## src/rtl/act_unpack.sv

```systemverilog
// act_unpack: serialises a packed word of four 8-bit activations into 16-bit
// MAC operands, one byte per cycle (byte0 first). Positive bytes above the
// selected limit are clamped, and clamped emissions are counted (saturating).
module act_unpack (
  input  logic        clk,
  input  logic        rst,
  input  logic [31:0] Unpk_Din,
  input  logic        Unpk_Din_vld,
  input  logic        Unpk_Din_last,
  input  logic [1:0]  Unpk_Din_bcnt,
  input  logic        Unpk_max,
  input  logic        Unpk_sat_clr,
  output logic        Unpk_Din_rdy,
  output logic [15:0] Unpk_Dout,
  output logic        Unpk_Dout_vld,
  output logic        Unpk_Dout_last,
  input  logic        Unpk_Dout_rdy,
  output logic [7:0]  Unpk_sat_cnt
);

  typedef enum logic [0:0] {
    ST_IDLE  = 1'b0,
    ST_SHIFT = 1'b1
  } state_t;

  state_t      state_q, state_d;
  logic [31:0] word_q, word_d;
  logic        last_q, last_d;
  logic [2:0]  bcnt_q, bcnt_d;     // bytes in the held word, 1..4
  logic        max_q, max_d;
  logic [1:0]  idx_q, idx_d;
  logic [15:0] dout_q, dout_d;
  logic        vld_q, vld_d;
  logic        dlast_q, dlast_d;
  logic        clamp_q, clamp_d;   // the byte currently presented was clamped
  logic [7:0]  sat_q, sat_d;

  logic        din_rdy_s;
  logic        final_s;
  logic        out_hs_s;
  logic        in_acc_s;
  logic [7:0]  byte_s;
  logic [7:0]  emit_s;

  // Clamp limit selected by the max flag held with the word.
  function automatic logic [7:0] clamp_limit(input logic max_sel);
    logic [7:0] lim;
    if (max_sel) begin
      lim = 8'h40;
    end else begin
      lim = 8'h20;
    end
    return lim;
  endfunction

  // Only non-negative bytes above the limit are clamped; negatives pass.
  function automatic logic is_clamped(input logic [7:0] b, input logic max_sel);
    return (b[7] == 1'b0) && (b > clamp_limit(max_sel));
  endfunction

  function automatic logic [7:0] clamp_byte(input logic [7:0] b, input logic max_sel);
    logic [7:0] e;
    if (is_clamped(b, max_sel)) begin
      e = clamp_limit(max_sel);
    end else begin
      e = b;
    end
    return e;
  endfunction

  // Sign-extended byte scaled by 32 into the MAC operand format.
  function automatic logic [15:0] expand_byte(input logic [7:0] e);
    return {{4{e[7]}}, e[6:0], 5'b00000};
  endfunction

  // A last word with bcnt=0 carries four bytes; non-last words always four.
  function automatic logic [2:0] word_bytes(input logic last, input logic [1:0] bcnt);
    logic [2:0] n;
    if (last && (bcnt != 2'd0)) begin
      n = {1'b0, bcnt};
    end else begin
      n = 3'd4;
    end
    return n;
  endfunction

  assign final_s  = (({1'b0, idx_q} + 3'd1) == bcnt_q);
  assign out_hs_s = vld_q & Unpk_Dout_rdy;
  assign in_acc_s = Unpk_Din_vld & din_rdy_s;

  // Upstream ready: free when idle, or when the last byte leaves this cycle.
  always_comb begin
    din_rdy_s = 1'b0;
    if (rst) begin
      din_rdy_s = 1'b0;
    end else begin
      case (state_q)
        ST_IDLE:  din_rdy_s = 1'b1;
        ST_SHIFT: din_rdy_s = final_s & Unpk_Dout_rdy;
        default:  din_rdy_s = 1'b0;
      endcase
    end
  end

  assign Unpk_Din_rdy = din_rdy_s;

  // Next word/index/state; an accepted word always restarts at byte0.
  always_comb begin
    state_d = state_q;
    word_d  = word_q;
    last_d  = last_q;
    bcnt_d  = bcnt_q;
    max_d   = max_q;
    idx_d   = idx_q;
    if (in_acc_s) begin
      state_d = ST_SHIFT;
      word_d  = Unpk_Din;
      last_d  = Unpk_Din_last;
      bcnt_d  = word_bytes(Unpk_Din_last, Unpk_Din_bcnt);
      max_d   = Unpk_max;
      idx_d   = 2'd0;
    end else begin
      case (state_q)
        ST_IDLE: begin
          state_d = ST_IDLE;
        end
        ST_SHIFT: begin
          if (out_hs_s && !final_s) begin
            idx_d = idx_q + 2'd1;
          end else if (out_hs_s) begin
            state_d = ST_IDLE;
          end else begin
            idx_d = idx_q;
          end
        end
        default: begin
          state_d = ST_IDLE;
        end
      endcase
    end
  end

  // Output image of the byte that will be presented next cycle.
  always_comb begin
    case (idx_d)
      2'd0:    byte_s = word_d[7:0];
      2'd1:    byte_s = word_d[15:8];
      2'd2:    byte_s = word_d[23:16];
      2'd3:    byte_s = word_d[31:24];
      default: byte_s = word_d[7:0];
    endcase
    emit_s  = clamp_byte(byte_s, max_d);
    clamp_d = is_clamped(byte_s, max_d);
    dout_d  = expand_byte(emit_s);
    vld_d   = (state_d == ST_SHIFT);
    dlast_d = vld_d & last_d & (({1'b0, idx_d} + 3'd1) == bcnt_d);
  end

  // Saturating clamp counter; a clear beats a coincident clamped handshake.
  always_comb begin
    if (Unpk_sat_clr) begin
      sat_d = 8'd0;
    end else if (out_hs_s && clamp_q && (sat_q != 8'hFF)) begin
      sat_d = sat_q + 8'd1;
    end else begin
      sat_d = sat_q;
    end
  end

  // State and registered outputs; reset discards any word in progress.
  always_ff @(posedge clk or posedge rst) begin
    if (rst) begin
      state_q <= ST_IDLE;
      word_q  <= 32'd0;
      last_q  <= 1'b0;
      bcnt_q  <= 3'd0;
      max_q   <= 1'b0;
      idx_q   <= 2'd0;
      dout_q  <= 16'd0;
      vld_q   <= 1'b0;
      dlast_q <= 1'b0;
      clamp_q <= 1'b0;
      sat_q   <= 8'd0;
    end else begin
      state_q <= state_d;
      word_q  <= word_d;
      last_q  <= last_d;
      bcnt_q  <= bcnt_d;
      max_q   <= max_d;
      idx_q   <= idx_d;
      dout_q  <= dout_d;
      vld_q   <= vld_d;
      dlast_q <= dlast_d;
      clamp_q <= clamp_d;
      sat_q   <= sat_d;
    end
  end

  assign Unpk_Dout      = dout_q;
  assign Unpk_Dout_vld  = vld_q;
  assign Unpk_Dout_last = dlast_q;
  assign Unpk_sat_cnt   = sat_q;

endmodule

```

## config.mk

```make
export PLATFORM = sky130hd
export DESIGN_NAME = act_unpack
export DESIGN_NICKNAME = d
export VERILOG_FILES = /design/src/rtl/act_unpack.sv
export SDC_FILE = /design/constraint.sdc
export NUM_CORES = 1
export LEC_CHECK = 0
export BUFFER_PORTS_ARGS = -buffer_cell sky130_fd_sc_hd__buf_2
export CAP_MARGIN = 20
export CORE_MARGIN = 1.5
export CORE_UTILIZATION = 30
export DETAILED_ROUTE_END_ITERATION = 10
export PLACE_DENSITY = 0.57
export SYNTH_ARGS = -nofsm -noshare
export SYNTH_HDL_FRONTEND = slang
export SYNTH_SLANG_ARGS = --single-unit
```

## constraint.sdc

```tcl
create_clock -name clk -period 6.59 [get_ports clk]
set_clock_uncertainty 0.05 [all_clocks]
set_input_delay 1.318 -clock clk [delete_from_list [all_inputs] [get_ports clk]]
set_output_delay 1.318 -clock clk [all_outputs]
set_load 0.02 [all_outputs]
```

==> flow_metrics.env, run 1 <==
export IMPL_status="finished, final reports clean"
export IMPL_cap_violations=0
export IMPL_setup_viol=0
export IMPL_drt_iter0_drc=96
export IMPL_drtPass1Iterations=4
export IMPL_worst_pin_slew_ns=0.826
export IMPL_final_common_cell="buf_2"
export IMPL_fin_crit_sh=0.828
export IMPL_min_path_cells=2
export IMPL_drive_gt1_frac=0.272
export IMPL_ys_async_sr_fraction=1.00
export IMPL_muxShareOfSynthArea=0.0704
export IMPL_num_nets_final=387
export IMPL_maxSlewViolCount=0
export IMPL_antenna_cells=0
export IMPL_yosysSeqAreaShare=0.520
export IMPL_max_freq_mhz=183
export IMPL_drt_wl_total_um=6500
export IMPL_fin_crit_ns=5.46
export IMPL_power_density_nw_per_um2=548
export IMPL_max_vdd_ir_drop_mv=0.270
export IMPL_cts_sinks=58
export IMPL_post_cts_setup_buffers=0
export IMPL_hpwlAfterDp_um=4650
export IMPL_p_leak_nw=1.72
export IMPL_grt_max_degree=59
export IMPL_synthToLayoutAreaGrowth_pct=20.2
export IMPL_num_vias=2187
export IMPL_ys_flop_type="dfrtp_1"
export IMPL_synth_top_family_by_area="simple AND/OR/NAND/NOR gates"
export IMPL_globalRouteTotalUtil=0.147
export IMPL_yosys_cell_types_count=38
export IMPL_critPathArrivalTime_ns=5.62
export IMPL_initial_core_util=0.306
export IMPL_met1_length_um=3050
export IMPL_grt_pass1_vias=2268
export IMPL_synth_xor_area_frac=0.0439
export IMPL_finalSetupTns_ns=0
export IMPL_cts_tree="yes"
export IMPL_hold_viol=0
export IMPL_gp_congestion=0.791
export IMPL_holdBufCountCts=0
export IMPL_rsz0062_at_grt="no"
export IMPL_sequential_cell_area_um2=1450
export IMPL_synthesis_area_um2=2790
export IMPL_r2r_start="idx_q[0]"
export IMPL_ys_ff_latch=58
export IMPL_yosys_warnings=0
export IMPL_die_y_um=99.5
export IMPL_cts_resized=0
export IMPL_final_cell_mix="62 x buf_2, 58 x dfrtp_1, 44 x nand2_1, 24 x nand3_1, 17 x o21ai_0"
export IMPL_antenna_found_initial=0
export IMPL_top_level_ports=68
export IMPL_syn_inst=275
export IMPL_die_area_um2=9890
export IMPL_worstPathMaxFanout=18
export IMPL_grt_overflow_total=0
export IMPL_synth_adder_area_share=0.0359
export IMPL_slew_headroom=0.447
export IMPL_fill_cells=949
export IMPL_multiInputGateArea_um2=1210
export IMPL_clockRootBuffer="clkbuf_8"
export IMPL_cp_start_kind="primary input"
export IMPL_avgViaCountPerCell=4.83
export IMPL_critPathCaptureType="register"
export IMPL_drc=0
export IMPL_grt_first_pass_wirelength_um=11100
export IMPL_min_path_type="reg -> reg"
export IMPL_die_w_um=99.5
export IMPL_min_from="last_q"
export IMPL_synth_compound_area_frac=0.129
export IMPL_clk_latency_ns=0.33
export IMPL_fin_util=0.368
export IMPL_cts_buffer_depth=2
export IMPL_reg2reg_setup_slack_ns=1.37
export IMPL_cts_made_buffers=9
export IMPL_core_um2=9110
export IMPL_r2r_end="Unpk_Dout[11]"
export IMPL_totalPowerFinal_mw=1.84
export IMPL_htreeDepth=3
export IMPL_dr_wl_met2_um=2930
export IMPL_dp_cells=438
export IMPL_port_buffers=62
export IMPL_syn_area_per_cell_um2=10.2
export IMPL_cts_clk_slew_worst_paths_ns=0.06
export IMPL_required_ns=6.75
export IMPL_post_drt_wl_per_cell_um=14.4
export IMPL_whs_endpoint="last_q"
export IMPL_crit_type="in -> reg"
export IMPL_r2r_cells=15
export IMPL_synth_simple_gate_area_frac=0.149
export IMPL_top_layer_used="met4"
export IMPL_synth_edf_count=0
export IMPL_wl_met3_um=414
export IMPL_row_count=35
export IMPL_postRouteAntennaNets=0
export IMPL_stdcell_count=453
==> cell families (layout without fill, tap and decap cells) <==
logic type,count (synthesis),count (layout)
buffers and inverters,30,93
xor gates and xnor gates,14,14
other,1,5
muxes,18,18
adders and majority gates,8,8
and+or+nand+nor,94,94
AOI/OAI and AO/OA,52,52
DFF,58,58
==> report_power, final <==
group          switching [mW]  internal [mW]
logic                   0.603          0.393
clock network           0.132          0.153
registers              0.0471          0.510
==> synth_stat cells (6+ instances only) <==
cell | n | area share
inv_1 | 13 | 0.017
a21oi_1 | 15 | 0.027
clkbuf_1 | 6 | 0.0081
nor2_1 | 16 | 0.022
mux2i_1 | 8 | 0.029
buf_4 | 8 | 0.022
dfrtp_1 | 58 | 0.52
nand2_1 | 44 | 0.059
mux2_2 | 9 | 0.036
o21ai_0 | 17 | 0.030
xor2_1 | 7 | 0.022
ha_1 | 8 | 0.036
xnor2_1 | 7 | 0.022
nand3_1 | 24 | 0.043
==> critical path, stage by stage <==
cell and delay [ns]:
buf_2 0.10, inv_1 0.07, o41a_1 0.67, nor2_1 0.74, nor2_1 0.26, inv_1 0.15
ha_1 0.47, inv_1 0.19, mux2i_1 0.18, ha_1 0.34, a21oi_1 0.07, a211oi_1 0.21
a32o_1 0.27, o21a_1 0.25, mux2_4 0.32
==> stage by stage <==
step | hold slack [ns] | cell area (um^2) | setup slack, ns
floorplan | 0.386 | 2810 | 0.716
detailed placement | 0.408 | 3180 | 0.743
global placement | 0.410 | 3180 | 0.980
CTS | 0.425 | 3350 | 1.08
global route | 0.451 | 3350 | 0.618
finish | 0.424 | 3350 | 1.13
==> metal layers <==
layer  track usage  vias to the layer above
li1              -                     1066
met5             0                        -
met2         0.218                       80
met3        0.0527                        9
met4        0.0542                        0
met1         0.198                     1032
==> how the worst max path moves through the flow <==
stage / slack, ns / end / start
final: 1.13 / Unpk_Dout[11] / Unpk_Dout_rdy
after global routing: 0.62 / Unpk_Dout[11] / Unpk_Dout_rdy
after CTS: 1.08 / Unpk_Dout[11] / Unpk_Dout_rdy
after detailed placement: 0.74 / Unpk_Dout[11] / Unpk_Dout_rdy
after global placement: 0.98 / Unpk_Dout[11] / Unpk_Dout_rdy
after floorplan: 0.72 / Unpk_Dout[11] / rst
==> flip-flops by register name (all words and copies together), names as in the netlist <==
signal / cells
Unpk_Dout: 8
Unpk_Dout_last: 1
Unpk_Dout_vld: 1
Unpk_sat_cnt: 8
bcnt_q: 3
clamp_q: 1
idx_q: 2
last_q: 1
max_q: 1
word_q: 32
==> final cells by class <==
type / count / area share
flip-flops and latches: 58 / 0.433
multi-input cells: 191 / 0.361
repair buffers: 65 / 0.0992
clock buffers: 12 / 0.0463
well taps: 111 / 0.0414
inverters: 13 / 0.0145
clock inverters: 3 / 0.00448
(Power assumes the default switching activity.)
==> run 2, diff against run 1 <==
--- a/config.mk
+++ b/config.mk
@@ -10,7 +10,7 @@
 export CORE_MARGIN = 1.5
 export CORE_UTILIZATION = 30
 export DETAILED_ROUTE_END_ITERATION = 10
-export PLACE_DENSITY = 0.57
+export PLACE_DENSITY = 0.59
 export SYNTH_ARGS = -nofsm -noshare
 export SYNTH_HDL_FRONTEND = slang
 export SYNTH_SLANG_ARGS = --single-unit
==> constraint.sdc (replaced) <==
create_clock -name clk -period 4.6 [get_ports clk]
set_clock_uncertainty 0.05 [all_clocks]
set_input_delay 0.92 -clock clk [delete_from_list [all_inputs] [get_ports clk]]
set_output_delay 0.92 -clock clk [all_outputs]
set_load 0.02 [all_outputs]
==> run 2 against run 1 <==
  * Global-route usage is 0.40 points lower
  * Sequential power is 44% higher
  * Power is 49% higher
  * Count of clock-buffer cells in the layout is 2 higher
  * Register-to-register slack worse by 0.92 ns
  * Non-clock buffer count is 4 higher
  * Die area stayed put
==> flow_metrics.env, run 2 (synthesis results as in run 1) <==
export IMPL_status="finished, final reports clean"
export IMPL_max_vdd_ir_drop_mv=0.365
export IMPL_regMostFlops="word_q"
export IMPL_crit_start="idx_q[0]"
export IMPL_port_buffers=62
export IMPL_grt_pass1_vias=2215
export IMPL_r2r_start="idx_q[0]"
export IMPL_synthToLayoutAreaGrowth_pct=22.8
export IMPL_largest_reg_flops=32
export IMPL_setup_viol=0
export IMPL_r2r_end="Unpk_Dout[11]"
export IMPL_worstPathMaxFanout=6
export IMPL_final_cell_mix="62 x buf_2, 58 x dfrtp_1, 43 x nand2_1, 24 x nand3_1, 17 x o21ai_0"
export IMPL_post_drt_wl_per_cell_um=14.4
export IMPL_cts_buffer_depth=2
export IMPL_post_cts_setup_buffers=0
export IMPL_drc=0
export IMPL_clk_latency_ns=0.34
export IMPL_fin_util=0.376
export IMPL_cap_violations=0
export IMPL_top_level_ports=68
export IMPL_sequential_cell_area_um2=1450
export IMPL_power_density_nw_per_um2=800
export IMPL_avgViaCountPerCell=4.79
export IMPL_antenna_cells=0
export IMPL_hpwlAfterDp_um=4740
export IMPL_rsz0062_at_grt="no"
export IMPL_gp_congestion=0.766
export IMPL_hold_viol=0
export IMPL_final_common_cell="buf_2"
export IMPL_maxSlewViolCount=0
export IMPL_num_nets_final=391
export IMPL_drt_wl_total_um=6580
export IMPL_multiInputGateArea_um2=1240
export IMPL_cts_made_buffers=9
export IMPL_cts_sinks=58
export IMPL_die_area_um2=9890
export IMPL_drive_gt1_frac=0.294
export IMPL_cts_resized=0
export IMPL_min_path_type="reg -> reg"
export IMPL_die_w_um=99.5
export IMPL_core_um2=9110
export IMPL_fin_crit_ns=4.15
export IMPL_grt_overflow_total=0
export IMPL_drtPass1Iterations=4
export IMPL_p_leak_nw=1.76
export IMPL_crit_type="reg -> reg"
export IMPL_globalRouteTotalUtil=0.143
export IMPL_postRouteAntennaNets=0
export IMPL_initial_core_util=0.306
export IMPL_grt_first_pass_wirelength_um=10800
export IMPL_finalSetupTns_ns=0
export IMPL_grt_max_degree=59
export IMPL_required_ns=4.78
export IMPL_cp_start_kind="register"
export IMPL_cts_tree="yes"
export IMPL_num_vias=2192
export IMPL_critPathArrivalTime_ns=4.33
export IMPL_die_y_um=99.5
export IMPL_antenna_found_initial=0
export IMPL_clockRootBuffer="clkbuf_8"
export IMPL_critPathCaptureType="register"
export IMPL_holdBufCountCts=0
export IMPL_slew_headroom=0.514
export IMPL_row_count=35
export IMPL_reg2reg_setup_slack_ns=0.45
export IMPL_max_freq_mhz=241
export IMPL_fill_cells=941
export IMPL_r2r_cells=14
export IMPL_drt_iter0_drc=108
export IMPL_cts_clk_slew_worst_paths_ns=0.06
export IMPL_worst_pin_slew_ns=0.729
export IMPL_setup_worst_path_end="Unpk_Dout[11]"
export IMPL_fin_crit_sh=0.903
export IMPL_htreeDepth=3
## run 2: how the worst min path moves through the flow
stage               cells after the start  startpoint         end  slack [ns]
floorplan                               2   word_q[5]   word_q[5]        0.39
global placement                        2      last_q      last_q        0.41
detailed placement                      2  word_q[30]  word_q[30]        0.42
CTS                                     2  word_q[30]  word_q[30]        0.43
global route                            1   word_q[2]   word_q[2]        0.47
finish                                  2  word_q[30]  word_q[30]        0.43
## run 2: cell type report
cell class,count,share of cell area
clock buffer,14,0.0504
inverter,13,0.0153
tap,111,0.0405
timing repair buffer,69,0.106
clock inverter,2,0.00292
multi-input combinational,191,0.361
sequential,58,0.424
## run 2: critical path, cell delays in order (launching register included)
cell      delay, ns
dfrtp_1        0.42
ha_1           0.34
xor2_1         0.22
o41a_1         0.43
nor2_2         0.26
nor2_4         0.09
ha_1           0.31
a222oi_1       0.36
mux2i_1        0.16
ha_1           0.34
a21oi_1        0.07
a211oi_1       0.23
a32o_2         0.23
o21a_1         0.24
mux2_4         0.31
## run 2: per-layer routing
layer	vias up	global-route usage	part of all wire
met5	-	0	0
met4	0	0.0553	0.0053
met3	5	0.0394	0.054
met2	67	0.223	0.49
met1	1046	0.190	0.45
li1	1074	-	-
## run 2: power breakdown
part,switching [mW],internal [mW],total (mW)
clock network,0.195,0.238,0.433
registers,0.0736,0.731,0.804
logic,0.891,0.612,1.50
## run 2: metrics by stage
step	area, um^2	power [mW]	instances	worst slack, ns	hold WS [ns]
after floorplan	2850	1.93	279	0.0259	0.386
after global placement	3240	2.28	442	0.432	0.410
after detailed placement	3240	2.31	442	0.298	0.419
after CTS	3430	2.76	458	0.464	0.433
after global routing	3430	2.99	458	0.220	0.466
final	3430	2.74	458	0.446	0.431
==> run 3, diff against run 2 <==
--- a/config.mk
+++ b/config.mk
@@ -8,9 +8,9 @@
 export BUFFER_PORTS_ARGS = -buffer_cell sky130_fd_sc_hd__buf_2
 export CAP_MARGIN = 20
 export CORE_MARGIN = 1.5
-export CORE_UTILIZATION = 30
+export CORE_UTILIZATION = 48
 export DETAILED_ROUTE_END_ITERATION = 10
-export PLACE_DENSITY = 0.59
+export PLACE_DENSITY = 0.83
 export SYNTH_ARGS = -nofsm -noshare
 export SYNTH_HDL_FRONTEND = slang
 export SYNTH_SLANG_ARGS = --single-unit
==> run 3 against run 2 <==
  * Wire length is 5.6% lower
  * Sequential power about the same
  * Power fell by 1.2%
  * Final cell count fell by 8.5%
  * Utilization up 23 points
  * Critical path depth stayed put
  * Register-to-register slack worse by 0.07 ns
  * Count of clock-buffer cells in the layout decreased by 1
  * Combinational power barely moved
  * First-iteration DRC count is 11% higher
  * Via count is 2.4% higher
  * Global-route usage is 7.5 points higher
  * Highest routed layer unchanged
==> flow_metrics.env, run 3 (synthesis results as in run 1) <==
export IMPL_power_density_nw_per_um2=806
export IMPL_post_cts_setup_buffers=0
export IMPL_required_ns=4.77
export IMPL_fin_crit_sh=0.917
export IMPL_worst_pin_slew_ns=0.710
export IMPL_synthToLayoutAreaGrowth_pct=20.3
export IMPL_final_area_um2=3360
export IMPL_placed_area_um2=3200
export IMPL_p_clk_frac=0.147
export IMPL_switching_share=0.428
export IMPL_p_int_mw=1.55
export IMPL_port_buffers=62
export IMPL_critPathArrivalTime_ns=4.39
export IMPL_die_y_um=79.3
export IMPL_antenna_found_initial=0
export IMPL_core_um2=5570
export IMPL_clk_latency_ns=0.34
export IMPL_avgViaCountPerCell=5.36
export IMPL_crit_path_frequent_cell="ha_1"
export IMPL_crit_type="reg -> reg"
export IMPL_grt_max_degree=59
export IMPL_drc=0
export IMPL_top_level_ports=68
export IMPL_switchingPower_mw=1.16
export IMPL_postRouteAntennaNets=0
export IMPL_num_vias=2244
export IMPL_cts_tree="yes"
export IMPL_grt_first_pass_wirelength_um=10300
export IMPL_fin_crit_ns=4.22
export IMPL_slew_headroom=0.527
export IMPL_final_common_cell="buf_2"
export IMPL_cts_clk_slew_worst_paths_ns=0.06
export IMPL_gp_congestion=0.818
export IMPL_row_count=27
export IMPL_num_nets_final=391
export IMPL_cp_start_kind="register"
export IMPL_hold_viol=0
export IMPL_cts_made_buffers=9
export IMPL_max_freq_mhz=237
export IMPL_grt_pass1_vias=2228
export IMPL_clockRootBuffer="clkbuf_8"
export IMPL_hpwlAfterDp_um=4380
export IMPL_largest_reg_flops=32
export IMPL_regMostFlops="word_q"
export IMPL_htreeDepth=3
export IMPL_drt_wl_total_um=6210
export IMPL_cts_resized=0
export IMPL_die_w_um=79.3
export IMPL_post_drt_wl_per_cell_um=14.8
export IMPL_drive_gt1_frac=0.291
export IMPL_critPathCaptureType="register"
export IMPL_drtPass1Iterations=5
export IMPL_die_area_um2=6280
export IMPL_cts_buffer_depth=2
export IMPL_power_frac_seq=0.298
export IMPL_finalSetupTns_ns=0
export IMPL_cts_sinks=58
export IMPL_min_path_type="reg -> reg"
export IMPL_globalRouteTotalUtil=0.218
export IMPL_crit_chain="ha_1 -> xor2_1 -> o41a_1 -> nor2_2 -> nor2_4 -> ha_1 -> a222oi_1 -> mux2i_1 -> ha_1 -> a21oi_1 -> a211oi_1 -> a32o_2 -> o21a_1 -> mux2_4"
export IMPL_holdBufCountCts=0
export IMPL_rsz0062_at_grt="no"
export IMPL_cpPeakStageDelay_ns=0.43
export IMPL_setup_viol=0
export IMPL_fin_util=0.603
export IMPL_antenna_cells=0
export IMPL_grt_overflow_total=0
export IMPL_maxSlewViolCount=0
export IMPL_max_vdd_ir_drop_mv=0.398
export IMPL_p_comb_frac=0.555
export IMPL_status="finished, final reports clean"
export IMPL_critPathSlowestCell="o41a_1"
export IMPL_initial_core_util=0.501
export IMPL_cap_violations=0
export IMPL_final_cell_mix="62 x buf_2, 58 x dfrtp_1, 43 x nand2_1, 24 x nand3_1, 17 x o21ai_0"
export IMPL_drt_iter0_drc=120
export IMPL_p_leak_nw=1.75
export IMPL_worstPathMaxFanout=6
[run 3: critical path: cells and delay by family, from the launching register on]
| kind | cells | cell delay (ns) |
|---|---|---|
| AO/OA/AOI/OAI | 6 | 1.54 |
| adder cells (fa/ha/maj) | 3 | 0.98 |
| multiplexers | 2 | 0.46 |
| AND/OR/NAND/NOR | 2 | 0.44 |
| flip-flops | 1 | 0.41 |
| XOR/XNOR | 1 | 0.23 |
[run 3: final cells by class]
class | instances | area, um^2
Fill cell | 484 | 2210
Sequential cell | 58 | 1450
Multi-Input combinational cell | 191 | 1240
Timing Repair Buffer | 69 | 363
Clock buffer | 13 | 149
Tap cell | 72 | 90.1
Inverter | 13 | 52.6
Clock inverter | 3 | 15.0
[run 3: path summary, 6_finish.rpt]
path	startpoint	to	slack (ns)	cells after the start
worst max-delay path	idx_q[0]	Unpk_Dout[11]	0.38	14
worst min-delay path	word_q[22]	word_q[22]	0.43	2
worst max register to register	idx_q[0]	Unpk_Dout[11]	0.38	14
worst min register to register	word_q[22]	word_q[22]	0.43	2
max in group asynchronous	rst	word_q[23]	3.21	3
min in group asynchronous	rst	word_q[17]	0.82	3
[run 3: through the flow]
stage	hold WS, ns	total power [mW]	std cells	setup slack (ns)
global placement	0.406	2.24	403	0.356
finish	0.433	2.71	419	0.381
floorplan	0.386	1.93	279	0.0259
global route	0.453	2.93	419	0.144
CTS	0.433	2.72	419	0.374
detailed placement	0.419	2.30	403	0.243
[run 3: power groups by stage]
| stage | clock network, mW | logic (mW) | registers [mW] |
|---|---|---|---|
| after global placement | 0 | 1.44 | 0.803 |
| after floorplan | 0 | 1.09 | 0.841 |
| after global routing | 0.436 | 1.66 | 0.826 |
| after detailed placement | 0 | 1.49 | 0.811 |
| after CTS | 0.409 | 1.51 | 0.806 |
| final | 0.399 | 1.50 | 0.805 |
[run 3: layer usage]
metal	routed length (um)	GRT usage	vias to the layer above
li1	-	-	1074
met1	2590	0.262	1078
met2	3110	0.358	75
met3	356	0.0563	17
met4	154	0.118	0
met5	0	0	-
